File: src/rtl/ssc_rx_buffer.sv
// ssc_rx_buffer: 8N1 receive line buffer between the framework serial pin and the SSC receive input.
// Optional macro SSC_RXBUF_FLOWCTL_EN gates draining on the card's RTS and drives HOST_CTS_N.

module ssc_rx_buffer #(
   parameter int BAUD_DIV   = 1491,
   parameter int DEPTH_LOG2 = 4,
   parameter int HEADROOM   = 4
) (
   input  logic                  CLK_14M,
   input  logic                  RESET,
   input  logic                  HOST_RXD,
   output logic                  HOST_CTS_N,
   output logic                  CARD_RXD,
   input  logic                  CARD_RTS_N,
   input  logic                  CLR_ERR,
   output logic [DEPTH_LOG2:0]   FIFO_COUNT,
   output logic                  OVERRUN,
   output logic                  FRAME_ERR
);

   localparam int DEPTH = 1 << DEPTH_LOG2;
   localparam int CW    = DEPTH_LOG2 + 1;

   localparam logic [11:0]           BIT_LAST  = 12'(BAUD_DIV - 1);
   localparam logic [11:0]           HALF_LAST = 12'(BAUD_DIV / 2 - 1);
   localparam logic [CW-1:0]         CNT_ONE   = CW'(1);
   localparam logic [CW-1:0]         CNT_FULL  = CW'(DEPTH);
   localparam logic [DEPTH_LOG2-1:0] PTR_ONE   = DEPTH_LOG2'(1);

   typedef enum logic [1:0] {
      S_IDLE  = 2'd0,
      S_START = 2'd1,
      S_DATA  = 2'd2,
      S_STOP  = 2'd3
   } ser_state_t;

   // Internal handshake: rx_push_q is a one-cycle strobe with its byte on rx_data_q; the FIFO
   // cannot stall it, so a strobe while full with no pop is an overrun. fifo_pop is raised only
   // when the FIFO holds data, and fifo_dout is valid in that same cycle.

   // ------------------------------------------------------------------
   // Host line synchronizer and falling-edge detect
   // ------------------------------------------------------------------
   logic rxd_s1, rxd_s2, rxd_s3;
   logic rx_fall;

   always_ff @(posedge CLK_14M) begin
      if (RESET) begin
         rxd_s1 <= 1'b1;
         rxd_s2 <= 1'b1;
         rxd_s3 <= 1'b1;
      end else begin
         rxd_s1 <= HOST_RXD;
         rxd_s2 <= rxd_s1;
         rxd_s3 <= rxd_s2;
      end
   end

   assign rx_fall = rxd_s3 & ~rxd_s2;

   // ------------------------------------------------------------------
   // RX FSM
   // ------------------------------------------------------------------
   ser_state_t  rx_state, rx_next;
   logic [11:0] rx_cnt;
   logic [2:0]  rx_bit;
   logic [7:0]  rx_shift;
   logic        rx_half_done, rx_bit_done;
   logic        rx_sample, rx_push_d, rx_ferr_d;
   logic        rx_push_q;
   logic [7:0]  rx_data_q;

   assign rx_half_done = (rx_cnt == HALF_LAST);
   assign rx_bit_done  = (rx_cnt == BIT_LAST);

   always_ff @(posedge CLK_14M) begin
      if (RESET) rx_state <= S_IDLE;
      else       rx_state <= rx_next;
   end

   always_comb begin
      rx_next = rx_state;
      case (rx_state)
         S_IDLE:  if (rx_fall) rx_next = S_START;
         S_START: if (rx_half_done) rx_next = rxd_s2 ? S_IDLE : S_DATA;
         S_DATA:  if (rx_bit_done && (rx_bit == 3'd7)) rx_next = S_STOP;
         S_STOP:  if (rx_bit_done) rx_next = S_IDLE;
         default: rx_next = S_IDLE;
      endcase
   end

   always_comb begin
      rx_sample = 1'b0;
      rx_push_d = 1'b0;
      rx_ferr_d = 1'b0;
      case (rx_state)
         S_DATA:  rx_sample = rx_bit_done;
         S_STOP: begin
            rx_push_d = rx_bit_done & rxd_s2;
            rx_ferr_d = rx_bit_done & ~rxd_s2;
         end
         default: ;
      endcase
   end

   // Counter restarts on every state change and after every data sample.
   always_ff @(posedge CLK_14M) begin
      if (RESET) begin
         rx_cnt    <= '0;
         rx_bit    <= '0;
         rx_shift  <= '0;
         rx_push_q <= 1'b0;
         rx_data_q <= '0;
      end else begin
         if ((rx_state == S_IDLE) || (rx_next != rx_state) || rx_sample)
            rx_cnt <= '0;
         else
            rx_cnt <= rx_cnt + 12'd1;

         if (rx_state != S_DATA)
            rx_bit <= '0;
         else if (rx_sample)
            rx_bit <= rx_bit + 3'd1;

         if (rx_sample)
            rx_shift <= {rxd_s2, rx_shift[7:1]};

         rx_push_q <= rx_push_d;
         if (rx_push_d)
            rx_data_q <= rx_shift;
      end
   end

   // ------------------------------------------------------------------
   // FIFO
   // ------------------------------------------------------------------
   logic [7:0]            mem [DEPTH];
   logic [DEPTH_LOG2-1:0] wr_ptr, rd_ptr;
   logic [CW-1:0]         count;
   logic                  fifo_full, fifo_empty, do_push, fifo_pop;
   logic [7:0]            fifo_dout;

   assign fifo_full  = (count == CNT_FULL);
   assign fifo_empty = (count == '0);
   assign do_push    = rx_push_q & (~fifo_full | fifo_pop);
   assign fifo_dout  = mem[rd_ptr];

   always_ff @(posedge CLK_14M) begin
      if (do_push)
         mem[wr_ptr] <= rx_data_q;
   end

   always_ff @(posedge CLK_14M) begin
      if (RESET) begin
         wr_ptr <= '0;
         rd_ptr <= '0;
         count  <= '0;
      end else begin
         if (do_push)  wr_ptr <= wr_ptr + PTR_ONE;
         if (fifo_pop) rd_ptr <= rd_ptr + PTR_ONE;
         case ({do_push, fifo_pop})
            2'b10:   count <= count + CNT_ONE;
            2'b01:   count <= count - CNT_ONE;
            default: count <= count;
         endcase
      end
   end

   // ------------------------------------------------------------------
   // Card-side ready
   // ------------------------------------------------------------------
   logic rts_ok;

`ifdef SSC_RXBUF_FLOWCTL_EN
   logic rts_s1, rts_s2;

   always_ff @(posedge CLK_14M) begin
      if (RESET) begin
         rts_s1 <= 1'b1;
         rts_s2 <= 1'b1;
      end else begin
         rts_s1 <= CARD_RTS_N;
         rts_s2 <= rts_s1;
      end
   end

   assign rts_ok = ~rts_s2;
`else
   logic unused_rts;
   assign unused_rts = CARD_RTS_N;
   assign rts_ok     = 1'b1;
`endif

   // ------------------------------------------------------------------
   // TX FSM
   // ------------------------------------------------------------------
   ser_state_t  tx_state, tx_next;
   logic [11:0] tx_cnt;
   logic [2:0]  tx_bit;
   logic [7:0]  tx_shift;
   logic        tx_bit_done, tx_load;
   logic        card_q;

   assign tx_bit_done = (tx_cnt == BIT_LAST);

   always_ff @(posedge CLK_14M) begin
      if (RESET) tx_state <= S_IDLE;
      else       tx_state <= tx_next;
   end

   always_comb begin
      tx_next = tx_state;
      case (tx_state)
         S_IDLE:  if (fifo_pop) tx_next = S_START;
         S_START: if (tx_bit_done) tx_next = S_DATA;
         S_DATA:  if (tx_bit_done && (tx_bit == 3'd7)) tx_next = S_STOP;
         S_STOP:  if (tx_bit_done) tx_next = fifo_pop ? S_START : S_IDLE;
         default: tx_next = S_IDLE;
      endcase
   end

   // The final stop-bit cycle counts as idle so back-to-back frames abut with no gap.
   always_comb begin
      tx_load  = (tx_state == S_IDLE) | ((tx_state == S_STOP) & tx_bit_done);
      fifo_pop = tx_load & ~fifo_empty & rts_ok;
   end

   always_ff @(posedge CLK_14M) begin
      if (RESET) begin
         tx_cnt   <= '0;
         tx_bit   <= '0;
         tx_shift <= '0;
         card_q   <= 1'b1;
      end else begin
         if ((tx_state == S_IDLE) || tx_bit_done)
            tx_cnt <= '0;
         else
            tx_cnt <= tx_cnt + 12'd1;

         if (tx_state != S_DATA)
            tx_bit <= '0;
         else if (tx_bit_done)
            tx_bit <= tx_bit + 3'd1;

         if (fifo_pop)
            tx_shift <= fifo_dout;
         else if ((tx_state == S_DATA) && tx_bit_done)
            tx_shift <= {1'b1, tx_shift[7:1]};

         if (fifo_pop)
            card_q <= 1'b0;
         else if ((tx_state == S_START) && tx_bit_done)
            card_q <= tx_shift[0];
         else if ((tx_state == S_DATA) && tx_bit_done)
            card_q <= (tx_bit == 3'd7) ? 1'b1 : tx_shift[1];
         else if ((tx_state == S_STOP) && tx_bit_done)
            card_q <= 1'b1;
      end
   end

   // ------------------------------------------------------------------
   // Host flow control
   // ------------------------------------------------------------------
`ifdef SSC_RXBUF_FLOWCTL_EN
   logic cts_q;

   always_ff @(posedge CLK_14M) begin
      if (RESET)
         cts_q <= 1'b0;
      else if (count >= CW'(DEPTH - HEADROOM))
         cts_q <= 1'b1;
      else if (count <= CW'(DEPTH / 2))
         cts_q <= 1'b0;
   end

   assign HOST_CTS_N = cts_q;
`else
   localparam int unused_headroom = HEADROOM;
   assign HOST_CTS_N = 1'b0;
`endif

   // ------------------------------------------------------------------
   // Sticky error flags: a new set condition beats a simultaneous clear
   // ------------------------------------------------------------------
   logic overrun_q, frame_err_q;

   always_ff @(posedge CLK_14M) begin
      if (RESET) begin
         overrun_q   <= 1'b0;
         frame_err_q <= 1'b0;
      end else begin
         if (rx_push_q && fifo_full && !fifo_pop)
            overrun_q <= 1'b1;
         else if (CLR_ERR)
            overrun_q <= 1'b0;

         if (rx_ferr_d)
            frame_err_q <= 1'b1;
         else if (CLR_ERR)
            frame_err_q <= 1'b0;
      end
   end

   assign CARD_RXD   = card_q;
   assign FIFO_COUNT = count;
   assign OVERRUN    = overrun_q;
   assign FRAME_ERR  = frame_err_q;

endmodule
File: config.mk
export PLATFORM = sky130hd
export DESIGN_NAME = ssc_rx_buffer
export DESIGN_NICKNAME = d
export VERILOG_FILES = /design/src/rtl/ssc_rx_buffer.sv
export SDC_FILE = /design/constraint.sdc
export NUM_CORES = 1
export LEC_CHECK = 0
export ABC_AREA = 0
export BUFFER_PORTS_ARGS = -buffer_cell sky130_fd_sc_hd__buf_2
export CORE_ASPECT_RATIO = 0.6
export CORE_MARGIN = 2
export CORE_UTILIZATION = 28
export CTS_BUF_LIST = sky130_fd_sc_hd__clkbuf_4 sky130_fd_sc_hd__clkbuf_8
export DETAILED_ROUTE_END_ITERATION = 16
export GPL_TIMING_DRIVEN = 0
export HOLD_SLACK_MARGIN = 0.12
export SYNTH_ARGS = -nofsm -noshare
export SYNTH_HDL_FRONTEND = slang
export SYNTH_SLANG_ARGS = --single-unit
File: constraint.sdc
create_clock -name CLK_14M -period 2.93 [get_ports CLK_14M]
set_clock_uncertainty 0.1 [all_clocks]
set_input_delay 0 -clock CLK_14M [delete_from_list [all_inputs] [get_ports CLK_14M]]
set_output_delay 0 -clock CLK_14M [all_outputs]
set_load 0.005 [all_outputs]
## After elaboration in Yosys (flattened, before gate mapping)

Memory sizes are Yosys's and may differ from the RTL's. A register that Yosys moved wholly into a read port is not among the register bits.
Cells that the tools add are included.

| storage, ports and cells | value |
|---|---|
| memory bits (writable) | 128 |
| logic and storage cells | 114 |
| register bits | 78 |
| memories kept | 1 |

Memories:

| name | depth | bits a word | rd ports | clocked after Yosys merged registers in | wr ports | RTL line | RTL |
|---|---|---|---|---|---|---|---|
| mem | 16 | 8 | 1 | 1 | 1 | 137 | `logic [7:0] mem [DEPTH];` |

| cells by class | value |
|---|---|
| multiplexer cells | 30 |
| equal/unequal tests | 21 |
| bitwise logic cells | 11 |
| $add $sub $neg | 8 |
| reduce and logical (&&, ||, !) cells | 24 |

Operator list:

| operator | count |
|---|---|
| 12-bit by 1-bit adder with 12-bit output (second input constant) | 2 |
| 12-bit by 11-bit == test with 1-bit output (second input constant) | 2 |
| 2-bit 2-to-1 mux | 9 |
| 8-bit 2-to-1 mux | 2 |
| 2-bit case mux with 4 select lines | 2 |
| 1-bit 2-to-1 mux | 14 |
| 12-bit by 10-bit == test with 1-bit output (second input constant) | 1 |
| 2-bit != test (second input constant) | 6 |
| 2-bit == test (second input constant) | 5 |
| 5-bit case mux with 2 select lines | 1 |
| 4-bit by 1-bit adder with 4-bit output (second input constant) | 2 |
| 4-bit 2-to-1 mux | 2 |
| 2-bit nonzero test | 4 |
| 2-bit OR reduction | 4 |
| 1-bit logical AND | 7 |
| 3-bit by 1-bit adder with 3-bit output (second input constant) | 2 |
| 1-bit AND | 6 |
| 2-bit by 1-bit == test with 1-bit output (second input constant) | 3 |
| 3-bit == test (second input constant) | 2 |
| 5-bit by 1-bit adder with 5-bit output (second input constant) | 1 |
| 5-bit == test (second input constant) | 1 |
| 5-bit zero test | 1 |
| 5-bit by 1-bit subtractor with 5-bit output (second input constant) | 1 |
| 2-bit zero test | 2 |
| other kinds (7) | 12 |

## Longest topological paths before layout

Gate-level depths: netlist of the first run.

| logic depth | value |
|---|---|
| depth after elaboration | 8 |
| gate-level depth with buffers | 13 |

## Worst setup path before layout of the first run

No wires, ideal clock.

| path | value |
|---|---|
| kind | register to register |
| start point | register tx_cnt[0] |
| end point | register count[4], in the netlist FIFO_COUNT[4] |
| slack | 195 ps |
| arrival | 2,514 ps |
| clock period less this slack | 2,735 ps |
| cell stages (with the launch flop) | 12 |
| setup time | 121 ps |
| path through | dfxtp_1 > inv_1 > ha_1 > and4b_1 > a41oi_4 > nor3_2 > buf_2 > ha_1 > a21o_1 > a21oi_1 > mux2i_1 > mux2_4 |

| between the ends | value |
|---|---|
| word-level cells in the longest chain between the ends | 8 |
| elaborated cells on any way between the ends | 10 |
| those cells by class | eq/ne (3); mux (1); bitwise (5); reduce/logical (1) |

Ends and longest elaborated chain:

| what | RTL line | RTL |
|---|---|---|
| start, declared | 198 | `logic [11:0] tx_cnt;` |
| start signal, assigned | 238 | `tx_cnt <= tx_cnt + 12'd1;` |
| 12-bit by 11-bit == test with 1-bit output (*) | 204 | `assign tx_bit_done = (tx_cnt == BIT_LAST);` |
| 1-bit AND (*) | 224 | `tx_load = (tx_state == S_IDLE) \| ((tx_state == S_STOP) & tx_bit_done);` |
| 1-bit bitwise OR (*) | 224 |  |
| 1-bit AND (*) | 225 | `fifo_pop = tx_load & ~fifo_empty & rts_ok;` |
| 1-bit bitwise OR | 145 | `assign do_push = rx_push_q & (~fifo_full \| fifo_pop);` |
| 1-bit AND | 145 |  |
| 2-bit by 1-bit == test with 1-bit output or 2-bit == test (tied branches) | 161 | `case ({do_push, fifo_pop})` |
| 5-bit case mux with 2 select lines or 2-bit nonzero test (tied branches) | - |  |
| end signal, assigned | 162 | `2'b10: count <= count + CNT_ONE;` |
| end signal, assigned | 163 | `2'b01: count <= count - CNT_ONE;` |
| end signal, assigned | 164 | `default: count <= count;` |
| end, declared | 139 | `logic [CW-1:0] count;` |

Mark *: on every way between the ends. The rest lies on a longest branch, timed or not.
A chain may end at the register's enable or synchronous reset.

## Final worst setup path of the first run

| path | value |
|---|---|
| start point | register tx_cnt[0] |
| end point | memory mem[0][5] (enable) |

| between the ends | value |
|---|---|
| word-level cells in the longest chain between the ends | 8 |

Ends and longest elaborated chain:

| what | RTL line | RTL |
|---|---|---|
| 12-bit by 11-bit == test with 1-bit output | 204 |  |
| 1-bit AND | 224 |  |
| 1-bit bitwise OR | 224 |  |
| 1-bit AND | 225 |  |
| 1-bit bitwise OR | 145 |  |
| 1-bit AND | 145 |  |
| 1-bit 2-to-1 mux | 149 | `if (do_push)` |
| 1-bit 2-to-1 mux (not written as such) | 150 | `mem[wr_ptr] <= rx_data_q;` |
| end, declared | 137 |  |

No other way between the ends.

==> summary.md, run 1 <==
The tools report the peak supply drop as 0.361 mV. The critical path capture point type is a flop. The worst path buffer plus inverter count came out at 1.

Summed over its instances, the top area cell type makes up 44.4% of the synthesized netlist area. The run gives 0 as the count of antenna-violating nets left after detailed routing. After detailed routing, the average wire length per cell comes to 17.1 um. The run gives 5 as the first-pass detailed-route iteration total. Relative to the synthesized area, the layout overhead comes to 15.0%. The run gives 0 as the number of antenna violations at the first check in global routing. Counting I/O delays and the setup requirement, the final critical path takes 2.86 ns. The number of buffer cells added on primary ports was 10; the number of I/O pins was 14. Across all setup checks in the final design, the least slack found is 0.0653 ns.

Counting the buffers created by CTS gives 30. The tools report the worst path required time as 3.01 ns. Prior to clock tree synthesis, the placed netlist has a worst setup slack of -0.190 ns. Root cell of the clock tree: sky130_fd_sc_hd__clkbuf_8. The logs give 32400 um^2 for the area of the die and 210 for the number of clock sinks. The worst path uses 97.8% of the clock period.

The count of unique library cells instantiated by Yosys is 54, and the die extent in y is 140 um. The tools report the cell area after technology mapping as 8670 um^2. The core box area was 30200 um^2. Setup repair after global routing could not meet its margin everywhere. The run gives 3 as the number of buffers between clock root and the deepest sink. Clock-pin slew was measured on the worst setup and hold paths at 0.07 ns.

In this run, synthesis inferred 128 flip-flops with an integrated enable. The length in cells of the worst reg-to-reg path is 7, and the largest net degree at the start of global routing is 18. Setup violations remaining at the end of the flow were counted as 0. The path class of the tightest hold or removal check is in -> reg.

The global-route wire length before repair is 29600 um, and the post-layout net count is 694. The proportion of layout cells with a drive suffix above 1 is 21.1%, and the synthesized netlist net count is 645. The die outline width is 231 um, and the overall power of the completed layout is 0.00750 W.

For this block, the routed nets add up to 18800 um of wire. The routed layout has 5132 vias. The tool flagged a number of max-cap violations equal to 0.

The critical path crosses 7 cells after its start point. The worst-case headroom to the max-slew limit is 26.8%. For the sequential area share after synthesis, the log shows 63.3%.

The floorplan has 49 rows. The flip-flop and latch count after synthesis was 210; the number of violations reported at the end of detailed-routing iteration 0 was 634. Library cell contributing the largest single delay on the critical path: sky130_fd_sc_hd__nor3_2. The residual overflow from global routing was 0. The critical path is of the reg -> reg type.

In the routed design, unresolved DRC markers number 0. The final standard cell count with taps included and fillers excluded is 1099. The startpoint type of the worst setup path was a flop. Cell type with the largest total area after synthesis: sky130_fd_sc_hd__edfxtp_1. Walking the worst path, the cells encountered are inv_1, ha_1, and4b_2, a41oi_4, a31oi_4, nand2_1, nor3_2. The number of endpoints with negative hold slack in the final report came out at 0.

For the static leakage, the log shows 3.38 nW. After filler insertion, the fill cell instance count of the layout stands at 2936. The flow ran to the end, and the final reports show no timing, DRC or antenna violations. The average footprint of a synthesized cell is 14.0 um^2. Final-layout setup total negative slack: 0 ns.

The maximum fanout count along the critical path is 8. The tools report the number of synthesis warnings as 0. The clock latency reported for the late side of the worst-skew pair is 0.57 ns. The primary flip-flop cell chosen by synthesis mapping is sky130_fd_sc_hd__edfxtp_1. Based on the critical path, the design can be clocked at up to 0.349 GHz. STA puts the critical path data arrival time at 2.94 ns.

The via count of the first global-routing pass is 5031. The global-route usage over all layers is 11.9%. In this design, the stage delay of the slowest critical-path cell is 0.86 ns. In this design, the largest share of critical-path delay is due to simple AND/OR/NAND/NOR gates.

The wire-length estimate of the detail-placed layout is 12900 um. The run gives 0.759 as the routability congestion estimate. TritonCTS built the clock tree.

Hold path depth: 3. The tools report the number of slew-limit violations in the final report as 0. In this run, placement finished with an instance count of 1037. For the pin with the worst max-slew slack, the measured transition is 1.09 ns.

Power density over the cells: 752 nW/um^2. The starting density of the core was 28.7%. Deepest level of the CTS H-tree: 1. The fraction of registers with async set/reset came out at 0%.

By area the synthesized netlist is led by sky130_fd_sc_hd__edfxtp_1, sky130_fd_sc_hd__dfxtp_1, sky130_fd_sc_hd__mux4_2, sky130_fd_sc_hd__nor2_1, sky130_fd_sc_hd__ha_1. The via density per instance was 4.67. The number of standard cells after synthesis was 618.

0 antenna diodes ended up in the layout.
==> area by class of cell <==
cell class | count | area [um^2] | share of cell area [%]
flip-flops and latches | 210 | 5490 | 55.1
multi-input cells | 355 | 2970 | 29.8
clock buffers | 52 | 616 | 6.18
well taps | 408 | 510 | 5.12
plain buffers | 32 | 174 | 1.75
repair buffers | 17 | 110 | 1.11
inverters | 21 | 78.8 | 0.791
clock inverters | 4 | 17.5 | 0.176
==> tightest hold or removal path: stages <==
cell	delay, ns
sky130_fd_sc_hd__dlygate4sd3_1	0.52
sky130_fd_sc_hd__buf_2	0.13
sky130_fd_sc_hd__or2_2	0.10
==> per-layer routing <==
layer	vias to the layer above	track usage (%)	part of all wire [%]
met4	0	2.82	1.4
met2	167	14.5	37
met3	26	3.56	8.7
li1	2391	-	-
met1	2548	19.6	53
met5	-	0	0
==> flip-flops by register name (all words and copies together) (netlist names), 2 cells and up, named ones only <==
| signal | cells |
|---|---|
| tx_state | 2 |
| rx_shift | 8 |
| mem | 128 |
| rd_ptr | 4 |
| rx_cnt | 12 |
| rx_bit | 3 |
| FIFO_COUNT | 5 |
| rx_state | 2 |
| rx_data_q | 8 |
| wr_ptr | 4 |
| tx_shift | 8 |
| tx_cnt | 12 |
| tx_bit | 3 |
==> cells in the mapped netlist, types with 9 or more instances <==
cell,count
sky130_fd_sc_hd__a211oi_1,9
sky130_fd_sc_hd__a21oi_1,15
sky130_fd_sc_hd__a22oi_1,17
sky130_fd_sc_hd__and2_1,9
sky130_fd_sc_hd__buf_2,11
sky130_fd_sc_hd__clkbuf_1,11
sky130_fd_sc_hd__dfxtp_1,82
sky130_fd_sc_hd__edfxtp_1,128
sky130_fd_sc_hd__ha_1,21
sky130_fd_sc_hd__inv_1,21
sky130_fd_sc_hd__mux2i_1,16
sky130_fd_sc_hd__mux4_2,32
sky130_fd_sc_hd__nand2_1,37
sky130_fd_sc_hd__nand4_1,9
sky130_fd_sc_hd__nor2_1,72
sky130_fd_sc_hd__nor3_1,18
sky130_fd_sc_hd__xnor2_1,17
sky130_fd_sc_hd__xor2_1,13
==> path summary, 6_finish.rpt <==
kind / to / from / slack (ns)
worst min-delay path: rxd_s1 / HOST_RXD / 0.13
worst max-delay path: mem[0][5] / tx_cnt[0] / 0.07
worst min register to register: rxd_s2 / rxd_s1 / 0.31
worst max register to register: mem[0][5] / tx_cnt[0] / 0.07
==> logic make-up (layout without fill, tap and decap cells) <==
logic type | Yosys count | count (layout) | synth area share, %
buffers and inverters | 53 | 126 | 2.84
xor gates and xnor gates | 30 | 30 | 3.03
AOI/OAI and AO/OA | 72 | 72 | 6.86
other | 1 | 1 | 0.0433
adders and majority gates | 22 | 22 | 3.26
muxes | 49 | 49 | 10.3
DFF | 210 | 210 | 63.3
and+or+nand+nor | 181 | 181 | 10.3
==> timing repair <==
action                     4_1_cts  5_1_grt
resized for setup                4        6
setup buffers                    2        0
setup endpoints to repair       14       24
hold buffers                     4        0
pin swaps                        2        2
hold endpoints to repair        36        0
==> report_power, final <==
group	switching [W]	internal, W	leakage, nW
combinational	0.000929	0.000822	1.19
sequential	0.000114	0.00322	1.85
clock	0.00110	0.00131	0.343
total	0.00214	0.00535	3.38
==> placed cells by master (no fill, tap or decap), drive strengths merged, types with 3 or more instances in the layout <==
master       synthesis  layout
buf                 21      34
clkinv               0       4
a211oi               9       9
o21ai                6       6
nor2b                4       4
nor2                72      72
xor2                13      13
nand3                7       7
inv                 21      21
nand2               37      37
o211ai               3       3
a311oi               8       8
nand2b               3       3
xnor2               17      17
and3                 5       5
and2                11      11
a22oi               17      17
dfxtp               82      82
edfxtp             128     128
a21o                 3       3
nand4                9       9
dlygate4sd3          0       4
mux2i               16      16
clkbuf              11      63
nor3                20      20
mux4                32      32
a21oi               15      15
ha                  21      21
==> stage by stage <==
step	cell area, um^2	hold WS [ns]	utilization (%)
finish	9960	0.128	33.0
global route	9960	0.142	33.0
CTS	9940	0.124	32.9
detailed placement	9240	0.168	30.6
global placement	9230	0.178	30.5
floorplan	8670	0.00381	-
Note: power is estimated with default switching activity, not from simulation.
==> run 2, diff against run 1 <==
==> constraint.sdc (replaced) <==
create_clock -name CLK_14M -period 2.93 [get_ports CLK_14M]
set_clock_uncertainty 0.1 [all_clocks]
set_input_delay 0.293 -clock CLK_14M [delete_from_list [all_inputs] [get_ports CLK_14M]]
set_output_delay 0.293 -clock CLK_14M [all_outputs]
set_load 0.005 [all_outputs]
==> summary.md, run 2 (synthesis gave the netlist of run 1 again) <==
The tools report the reg-to-reg startpoint as tx_cnt[0]. Layout overhead on the synthesized area: 14.9%. The tools report the largest net degree at the start of global routing as 18 (unchanged).

The logs give 28.7% (unchanged) for the starting density of the core and 3.38 nW (-0.21%) for the static leakage. Core box area: 30200 um^2 (unchanged). Slew at the pin closest to its max-slew limit: 1.11 ns (+0.0139 ns). The logs give 0.06 ns (about the same) for the reg-to-reg setup timing slack and 0 (unchanged) for the number of failing setup endpoints in the final timing report. The tools report the routability congestion estimate as 0.759 (unchanged). The worst setup path is launched from a flop. The maximum fanout count along the critical path came out at 8 (unchanged). The path type of the worst min-delay path is reg -> reg.

The tools report the final standard cell count with taps included and fillers excluded as 1098 (-0.091%). The final hold slack is 0.315 ns (+0.186 ns). The worst setup path is captured at a flop. More flip-flops sit in one register than any other, and that register is mem. The number of clock sinks was 210 (unchanged).

The die extent in y came out at 140 um (unchanged). Power density over the cells: 753 nW/um^2 (+0.16%). The average wire length per cell after detail routing came out at 17.1 um (about the same). The run gives 5163 (+0.60%) as the routed via count. For the clock network power share, the log shows 32.2% (about the same).

The logs give 0 (unchanged) for the number of remaining DRC errors and 0 (unchanged) for the number of antenna violations at the first check in global routing. The run gives 12900 um (unchanged) as the HPWL after detailed placement. The library cell used most frequently in the layout, excluding fill and tap cells, is sky130_fd_sc_hd__edfxtp_1. The total inserted antenna cells is 0 (unchanged), and the number of slew-limit violations in the final report is 0 (unchanged). The count of antenna-violating nets left after detailed routing was 0 (unchanged). The tools report the worst hold path startpoint as rxd_s1.

The sequential group share of total power is 44.5% (about the same), and the combinational group share of total power is 23.4% (about the same). The length in cells of the worst reg-to-reg path is 7 (unchanged), and the area of all placed cells without fillers is 9950 um^2 (-0.10%). The peak clock frequency supported by timing is 0.348 GHz (-0.32%). The via density per instance is 4.70 (+0.70%), and the placed standard-cell area is 9240 um^2 (unchanged).

The number of violations reported at the end of detailed-routing iteration 0 came out at 630 (-0.63%). TritonCTS built the clock tree. The tools report the number of endpoints with negative hold slack in the final report as 0 (unchanged). The logs give 18800 um (-0.10%) for the post-detailed-routing wire length and 2937 (+0.034%) for the number of filler cells placed in the layout. The run gives 49 (unchanged) as the number of core rows. The worst-case headroom to the max-slew limit is 25.9% (-0.93 points), and the switching component of the power is 0.00215 W (+0.20%). Residual overflow from global routing: 0 (unchanged). The number of buffers between clock root and the deepest sink was 3 (unchanged); the hold path depth was 1 (-2). The run gives 14 (unchanged) as the number of I/O pins. Number of buffer cells added on primary ports: 10 (unchanged). The final worst-path cycle share works out to 98.1% (+0.31 points).

The flip-flop count of the largest register after layout was 128 (unchanged); the number of cells in the design after placement was 1037 (unchanged). The logs give 1 (unchanged) for the deepest level of the CTS H-tree and 29600 um (about the same) for the global-route wire length before repair. The number of violations of the max-capacitance limit came out at 0 (unchanged). Setup repair after global routing could not meet its margin everywhere. The first-pass detailed-route iteration total was 5 (unchanged). The minimum period implied by the final worst setup slack was 2.87 ns (+0.00922 ns); the global-route usage over all layers was 11.9% (about the same). The tools report the post-layout net count as 693 (-0.14%). Peak supply drop: 0.359 mV (-0.50%). The area of the die came out at 32400 um^2 (unchanged). The switching share of total power is 28.6% (+0.040 points), and the total CTS buffers is 30 (unchanged). In this run the critical register-to-register path is captured at mem[0][5]. The clock latency reported for the late side of the worst-skew pair was 0.57 ns (about the same); the overall power of the completed layout was 0.00750 W (about the same). The die outline width is 231 um (unchanged). The setup path with the least slack is of type reg -> reg. The tree is rooted in a sky130_fd_sc_hd__clkbuf_8. The flow ran to the end, and the final reports show no timing, DRC or antenna violations. The design internal power was 0.00535 W (about the same). The library cells used most frequently in the layout, excluding fill and tap cells, are sky130_fd_sc_hd__edfxtp_1, sky130_fd_sc_hd__dfxtp_1, sky130_fd_sc_hd__nor2_1. Data arrival time of the critical path: 2.95 ns (about the same).

The proportion of layout cells with a drive suffix above 1 works out to 21.2% (+0.031 points). The clock-pin slew on the worst setup and hold paths is 0.07 ns (about the same), and the via count of the first global-routing pass is 5019 (-0.24%). In the final layout, the registers with the most flip-flops are mem x128, rx_cnt x12, tx_cnt x12. The path with the worst hold slack has its endpoint at rxd_s2. For the worst path required time, the log shows 3.01 ns (about the same). The core occupancy in the finished layout came out at 32.9% (-0.033 points).
-- run 2: cell types whose count changed in the layout (fill, tap and decap cells not counted), sizes merged --
cell         before  now
dlygate4sd3       4    3
-- run 2: worst max-delay path by stage --
stage | from | endpoint | cells past startpoint
5_1_grt | tx_cnt[0] | mem[0][5] | 7
3_3_place_gp | tx_cnt[0] | mem[0][1] | 7
6_report | tx_cnt[0] | mem[0][5] | 7
3_5_place_dp | tx_cnt[0] | mem[3][7] | 6
4_1_cts | tx_cnt[0] | FIFO_COUNT[4] | 11
2_1_floorplan | tx_cnt[0] | FIFO_COUNT[4] | 11
-- run 2: power groups by stage --
stage	clock (W)	combinational, W	sequential [W]
floorplan	0	0.00130	0.00337
global placement	0	0.00168	0.00339
detailed placement	0	0.00170	0.00340
CTS	0.00247	0.00173	0.00333
global route	0.00261	0.00191	0.00335
finish	0.00241	0.00175	0.00333
-- run 2: critical path, stage by stage (launching register included) --
cell and delay, ns:
sky130_fd_sc_hd__dfxtp_2 0.33, sky130_fd_sc_hd__inv_1 0.05, sky130_fd_sc_hd__ha_1 0.14, sky130_fd_sc_hd__and4b_2 0.31
sky130_fd_sc_hd__a41oi_4 0.19, sky130_fd_sc_hd__a31oi_4 0.30, sky130_fd_sc_hd__nand2_1 0.19, sky130_fd_sc_hd__nor3_2 0.87
-- run 2: what timing repair did --
action,CTS,global route
pin swaps,2,2
gates resized for setup,4,6
hold buffers,3,0
cloned,0,0
setup endpoints to repair,14,24
setup buffers,2,0
hold endpoints to repair,4,0
-- run 2: layout make-up --
class / instances / area, um^2 / area share [%]
sequential: 210 / 5490 / 55.1
multi-input combinational: 355 / 2970 / 29.8
clock buffer: 52 / 616 / 6.18
tap: 408 / 510 / 5.13
buffer: 32 / 174 / 1.75
timing repair buffer: 16 / 100 / 1.01
inverter: 21 / 78.8 / 0.792
clock inverter: 4 / 17.5 / 0.176
-- run 2: stage by stage --
stage               setup TNS (ns)  worst slack (ns)
finish                           0            0.0560
global route                -0.250           -0.0429
CTS                              0            0.0122
detailed placement           -1.62            -0.190
global placement             -7.68            -0.284
floorplan                        0             0.195
-- run 2: per-layer routing --
metal	global-route usage, %	vias up	share of wire, %
met5	0	-	0
met4	2.82	0	1.4
met3	3.56	26	8.2
met2	14.5	157	37
met1	19.6	2590	54
li1	-	2390	-
